[src/rtl/des_key_sched_ctrl_pkg.sv]
// des_pkg: shared constants and helpers for the DES key-schedule sequencer.
// Holds the PC-1 / PC-2 index tables (DES bit numbering, bit 1 = MSB),
// the per-round shift schedule and the sequencer state type.
package des_pkg;

  // PC-1: 64-bit key (with parity) -> 56-bit C||D
  localparam int PC1_TAB [56] = '{
    57, 49, 41, 33, 25, 17,  9,
     1, 58, 50, 42, 34, 26, 18,
    10,  2, 59, 51, 43, 35, 27,
    19, 11,  3, 60, 52, 44, 36,
    63, 55, 47, 39, 31, 23, 15,
     7, 62, 54, 46, 38, 30, 22,
    14,  6, 61, 53, 45, 37, 29,
    21, 13,  5, 28, 20, 12,  4
  };

  // PC-2: 56-bit C||D -> 48-bit round key
  localparam int PC2_TAB [48] = '{
    14, 17, 11, 24,  1,  5,
     3, 28, 15,  6, 21, 10,
    23, 19, 12,  4, 26,  8,
    16,  7, 27, 20, 13,  2,
    41, 52, 31, 37, 47, 55,
    30, 40, 51, 45, 33, 48,
    44, 49, 39, 56, 34, 53,
    46, 42, 50, 36, 29, 32
  };

  // Bit (r-1) set means round r uses a single-bit shift: rounds 1, 2, 9, 16.
  localparam logic [15:0] SHIFT1_SCHED = 16'h8103;

  typedef enum logic {
    KS_IDLE = 1'b0,
    KS_RUN  = 1'b1
  } ks_state_e;

  function automatic logic [55:0] pc1_perm(input logic [63:0] key);
    logic [55:0] r;
    r = '0;
    for (int i = 0; i < 56; i++) begin
      r[6'(55 - i)] = key[6'(64 - PC1_TAB[i])];
    end
    return r;
  endfunction

  function automatic logic [47:0] pc2_perm(input logic [55:0] cd);
    logic [47:0] r;
    r = '0;
    for (int i = 0; i < 48; i++) begin
      r[6'(47 - i)] = cd[6'(56 - PC2_TAB[i])];
    end
    return r;
  endfunction

  // Each key byte must carry odd parity.
  function automatic logic key_parity_ok(input logic [63:0] key);
    logic ok;
    ok = 1'b1;
    for (int b = 0; b < 8; b++) begin
      ok = ok & (^key[6'(8 * b) +: 8]);
    end
    return ok;
  endfunction

endpackage

[src/rtl/des_key_sched_ctrl_rot28.sv]
// rot28: 28-bit circular rotator for one key-schedule half.
// Control {i_fRight, i_f1bit}: 00 ROL2, 01 ROL1, 10 ROR2, 11 ROR1.
module rot28 (
  input  logic [27:0] i_Din,
  input  logic        i_fRight,
  input  logic        i_f1bit,
  output logic [27:0] o_Dout
);

  // Select one of the four rotations.
  always_comb begin
    o_Dout = i_Din;
    case ({i_fRight, i_f1bit})
      2'b00:   o_Dout = {i_Din[25:0], i_Din[27:26]};
      2'b01:   o_Dout = {i_Din[26:0], i_Din[27]};
      2'b10:   o_Dout = {i_Din[1:0], i_Din[27:2]};
      2'b11:   o_Dout = {i_Din[0], i_Din[27:1]};
      default: o_Dout = i_Din;
    endcase
  end

endmodule

[src/rtl/des_key_sched_ctrl.sv]
// des_key_sched_ctrl: DES key-schedule sequencer.
// Loads a key, applies PC-1, steps the C/D halves through 16 rotations and
// presents each PC-2 round key on a valid/ready handshake, in encryption
// (K1..K16) or decryption (K16..K1) order.
// Optional build macro: DES_KS_PARITY_CHK_EN (odd-parity check of the key
// at start; a bad key pulses o_Err and the start is refused).
//
// state   | meaning
// --------+-----------------------------------------------------------
// KS_IDLE | waiting for i_Start; outputs masked, o_Busy = 0
// KS_RUN  | o_Key valid; each handshake rotates CD and bumps o_Round
module des_key_sched_ctrl
  import des_pkg::*;
(
  input  logic        i_Clk,
  input  logic        i_Rst_n,
  input  logic        i_Start,
  input  logic [63:0] i_Key,
  input  logic        i_fDecrypt,
  input  logic        i_Abort,
  input  logic        i_Ready,
  output logic        o_Valid,
  output logic [47:0] o_Key,
  output logic [3:0]  o_Round,
  output logic        o_Last,
  output logic        o_Busy,
  output logic        o_Err
);

  ks_state_e   r_state, w_state_nxt;
  logic [55:0] r_cd, w_cd_nxt;
  logic [3:0]  r_round, w_round_nxt;
  logic        r_dec, w_dec_nxt;

  logic [55:0] w_pc1;
  logic [55:0] w_rot_in;
  logic [55:0] w_rot_out;
  logic        w_rot_right;
  logic        w_rot_1bit;
  logic        w_par_ok;

`ifdef DES_KS_PARITY_CHK_EN
  logic        r_err, w_err_nxt;
`endif

  assign w_pc1 = pc1_perm(i_Key);

`ifdef DES_KS_PARITY_CHK_EN
  assign w_par_ok = key_parity_ok(i_Key);
`else
  assign w_par_ok = 1'b1;
`endif

  // Both halves always rotate together with the same control.
  rot28 u_rot_c (
    .i_Din    (w_rot_in[55:28]),
    .i_fRight (w_rot_right),
    .i_f1bit  (w_rot_1bit),
    .o_Dout   (w_rot_out[55:28])
  );

  rot28 u_rot_d (
    .i_Din    (w_rot_in[27:0]),
    .i_fRight (w_rot_right),
    .i_f1bit  (w_rot_1bit),
    .o_Dout   (w_rot_out[27:0])
  );

  // Next-state, CD update and rotator control.
  // In IDLE the rotator is reused to form CD1 = ROL1(PC1(key)) for encrypt.
  always_comb begin
    w_state_nxt = r_state;
    w_cd_nxt    = r_cd;
    w_round_nxt = r_round;
    w_dec_nxt   = r_dec;
    w_rot_in    = r_cd;
    w_rot_right = r_dec;
    w_rot_1bit  = 1'b0;
`ifdef DES_KS_PARITY_CHK_EN
    w_err_nxt   = 1'b0;
`endif
    unique case (r_state)
      KS_IDLE: begin
        w_rot_in    = w_pc1;
        w_rot_right = 1'b0;
        w_rot_1bit  = 1'b1;
        if (!i_Abort && i_Start) begin
          if (w_par_ok) begin
            w_state_nxt = KS_RUN;
            w_round_nxt = 4'd0;
            w_dec_nxt   = i_fDecrypt;
            // CD0 == CD16, so decrypt starts unrotated at K16.
            w_cd_nxt    = i_fDecrypt ? w_pc1 : w_rot_out;
          end
`ifdef DES_KS_PARITY_CHK_EN
          else begin
            w_err_nxt = 1'b1;
          end
`endif
        end
      end
      KS_RUN: begin
        // Encrypt steps to round n+2 using s(n+2); decrypt undoes s(16-n).
        w_rot_1bit = r_dec ? SHIFT1_SCHED[~r_round] : SHIFT1_SCHED[r_round + 4'd1];
        if (i_Abort) begin
          w_state_nxt = KS_IDLE;
          w_round_nxt = 4'd0;
        end else if (i_Ready) begin
          w_cd_nxt = w_rot_out;
          if (r_round == 4'd15) begin
            w_state_nxt = KS_IDLE;
            w_round_nxt = 4'd0;
          end else begin
            w_round_nxt = r_round + 4'd1;
          end
        end
      end
      default: begin
        w_state_nxt = KS_IDLE;
        w_round_nxt = 4'd0;
      end
    endcase
  end

  // State and datapath registers with synchronous active-low reset.
  always_ff @(posedge i_Clk) begin
    if (!i_Rst_n) begin
      r_state <= KS_IDLE;
      r_cd    <= '0;
      r_round <= '0;
      r_dec   <= 1'b0;
    end else begin
      r_state <= w_state_nxt;
      r_cd    <= w_cd_nxt;
      r_round <= w_round_nxt;
      r_dec   <= w_dec_nxt;
    end
  end

`ifdef DES_KS_PARITY_CHK_EN
  // One-cycle parity error pulse.
  always_ff @(posedge i_Clk) begin
    if (!i_Rst_n) begin
      r_err <= 1'b0;
    end else begin
      r_err <= w_err_nxt;
    end
  end

  assign o_Err = r_err;
`else
  assign o_Err = 1'b0;
`endif

  assign o_Valid = (r_state == KS_RUN);
  assign o_Busy  = (r_state != KS_IDLE);
  assign o_Round = r_round;
  assign o_Last  = o_Valid && (r_round == 4'd15);
  assign o_Key   = o_Valid ? pc2_perm(r_cd) : 48'h0;

endmodule
[config.mk]
export PLATFORM = sky130hd
export DESIGN_NAME = des_key_sched_ctrl
export DESIGN_NICKNAME = d
export VERILOG_FILES = /design/src/rtl/des_key_sched_ctrl_pkg.sv /design/src/rtl/des_key_sched_ctrl_rot28.sv /design/src/rtl/des_key_sched_ctrl.sv
export SDC_FILE = /design/constraint.sdc
export NUM_CORES = 1
export LEC_CHECK = 0
export CAP_MARGIN = 40
export CELL_PAD_IN_SITES_DETAIL_PLACEMENT = 0
export CELL_PAD_IN_SITES_GLOBAL_PLACEMENT = 2
export CORE_MARGIN = 10
export CORE_UTILIZATION = 27
export CTS_CLUSTER_DIAMETER = 50
export CTS_CLUSTER_SIZE = 24
export DETAILED_ROUTE_END_ITERATION = 10
export PLACE_DENSITY = 0.83
export SLEW_MARGIN = 10
export SYNTH_ARGS = -nofsm -noshare
export SYNTH_HDL_FRONTEND = slang
export SYNTH_SLANG_ARGS = --single-unit
[constraint.sdc]
create_clock -name i_Clk -period 2.8 [get_ports i_Clk]
set_input_delay 0.7 -clock i_Clk [delete_from_list [all_inputs] [get_ports i_Clk]]
set_output_delay 0.7 -clock i_Clk [all_outputs]
set_load 0.01 [all_outputs]
==> run metrics <==
Hold Vio Cnt, Final=0; Std-Cell Rows=46; Min-Delay Startpoint=r_cd[47]$_SDFFE_PN0P_; TritonRoute pass-1 iters=5; RSZ-0062 raised after global routing=no; Synth Instances=approximately 600; # Post-CTS Setup Buffers=0; crit-path cells=buf_4, and2_1, clkdlybuf4s50_1; Min Hold Slack=0.516 ns; Fin Setup TNS=0 ns; max-cap violations=0; Synth-to-Final Area Change=23.1%; most frequent cells in the layout=nand2_1 (100), dfxtp_1 (60), nor2_1 (58); Overall Global Routing Usage=14.8%; critical path data required time=approximately 2.1 ns; Final Setup Violations=0; die footprint=approximately 0.022 mm²; Port-buffer cells=54; CTS buffer count=9; Fmax=0.374 GHz; Chip Height=148 µm; Root Driver=clkbuf_16; first-pass GRT wire length=26300 µm; clock sink count=62; vias in the first global route=about 4600; routed wire length=approximately 17000 µm; vias per cell=5.63; CTS tree=done; Final Cycle Share=95.4%; Post-Place Cells=844; static leakage power=between 1.5 and 2 nW; CTS H-tree depth=3; Max Clock Skew=0.00695 ns; Setup CP Type=flop to output pin; placer congestion estimate=0.884; Starting Density=27.8%; Bufs on Longest Clock Path=2; Detailed Route Iter0 Violations=around 600; die width=approximately 150 µm; initial antenna violation count=0; FFs w/ async S/R, synth=0%; worst skew pair latency=between 0.3 and 0.4 ns; CP Max Fanout=17; sequential fraction of the synthesis area=27.9%; Post-CTS Hold Fix Bufs=0; Setup crit start kind=flop; via count=just under 5000; post-route insts no fill=about 860; core area=0.0160 mm²; Post-synth EDFFs=0; VDD IR max=0.000285 V; grt total ovfl=0; crit path DAT=1.97 ns; Seq cells post-synth=62; worst r2r src=o_Round[0]$_SDFFE_PN0P_; Synth Warn #=0; share of layout cells above drive strength 1=11.7%; Layout Nets=between 700 and 800; Final min period=2.67 ns; status=finished, final reports clean; dpl hpwl=between 10000 and 15000 µm; worst reg2reg path depth=7; worst setup path startpoint=o_Busy$_SDFF_PN0_; Distinct cells, synth=57; hold depth=2; critical path's largest stage delay=0.58 ns; slowest stage cell, crit path=clkdlybuf4s50_1; wire per inst=19.4 µm; syn avg cell area=7.49 µm²; Mapped Area=0.00445 mm²; n_diodes=0; Worst slew margin=approximately two fifths; largest net degree at the start of global routing=78; most common cell after layout, fill and taps aside=nand2_1; Clock Pin Slew Worst Setup and Hold Paths=0.05 ns; Synth area leaders=dfxtp_1 (28%), nand2_1 (8.4%), a311oi_1 (6.1%), nor2_1 (5.0%), a221o_1 (4.7%); CP Capture Type=output pin; I/O pin total=126; Tightest Pin Transition=0.905 ns; Synth top area share=27.9%; Final ANT Viol Nets=0; DRC=0; top cell type by total area after synthesis=dfxtp_1; max-slew violations=0; main flop type after synthesis=dfxtp_1; Worst Hold Class=flop to flop; Pwr Density=about 430 mW/mm²
per-stage QoR:
stage | setup WS (ns) | total power (W) | util, % | cell area [µm²]
after global routing | 0.0128 | 0.00245 | 34.2 | 5480
after global placement | 0.0933 | 0.00126 | 32.5 | 5200
after CTS | 0.110 | 0.00237 | 34.2 | 5470
after floorplan | 0.477 | 0.00115 | - | 4530
after detailed placement | 0.0586 | 0.00126 | 32.5 | 5200
final | 0.129 | 0.00236 | 34.2 | 5480
layer usage:
metal	wire length (µm)	share of wire (%)	global-route usage [%]	vias to the layer above
li1	-	-	-	2247
met1	7500	45	19.3	2340
met2	7420	45	22.9	209
met3	1320	7.9	3.94	27
met4	353	2.1	5.40	0
met5	0	0	0	-
where the power goes:
group          leakage (nW)  internal (W)  switching, W
logic                  1.16      0.000123      0.000188
clock network         0.137      0.000697      0.000409
registers             0.503      0.000905     0.0000352
synthesized netlist by cell type (all sizes together) (17+ instances only):
master / count
a21oi: 24
nand3: 17
buf: 37
dfxtp: 62
and2: 31
nor2: 60
clkbuf: 34
nand2: 100
a311oi: 31
o21ai: 32
a221o: 31
worst max-delay path, delay by kind of cell (launching register included):
family / cells / cell delay [ns]
buffers and inverters: 2 / 0.86
flip-flops: 1 / 0.50
AND/OR/NAND/NOR: 1 / 0.27
registers in the layout, indices dropped and copies added, names as in the netlist:
name     count
r_cd        56
o_Round      4
o_Busy       1
r_dec        1
timing repair:
| item | 4_1_cts | 5_1_grt |
|---|---|---|
| endpoints found under the hold margin | 0 | 0 |
| gates resized for setup | 0 | 2 |
| endpoints found under the setup margin | 0 | 2 |
path summary, 6_finish.rpt:
check,endpoint,slack [ns]
setup / recovery,o_Key[21],0.13
hold / removal,r_cd[47]$_SDFFE_PN0P_,0.52
setup reg to reg,r_cd[16]$_SDFFE_PN0P_,0.30
hold reg to reg,r_cd[47]$_SDFFE_PN0P_,0.52
logic make-up after synthesis:
family / after synthesis / synth area share [%]
AND/OR/NAND/NOR: 241 / 24.7
adder cells (fa/ha/maj): 2 / 0.562
XOR/XNOR: 2 / 0.394
flip-flops: 62 / 27.9
AO/OA/AOI/OAI: 197 / 34.1
multiplexers: 10 / 2.53
other: 1 / 0.0843
buffers and inverters: 79 / 9.76
final cells by class:
cell class	count	area (µm²)
inverter	8	30.0
sequential	62	1240
fill	1722	10500
tap	216	270
timing repair buffer	83	783
multi-input combinational	475	2870
clock buffer	11	243
clock inverter	2	35.0
No activity file was read; power rests on OpenSTA's default activity.
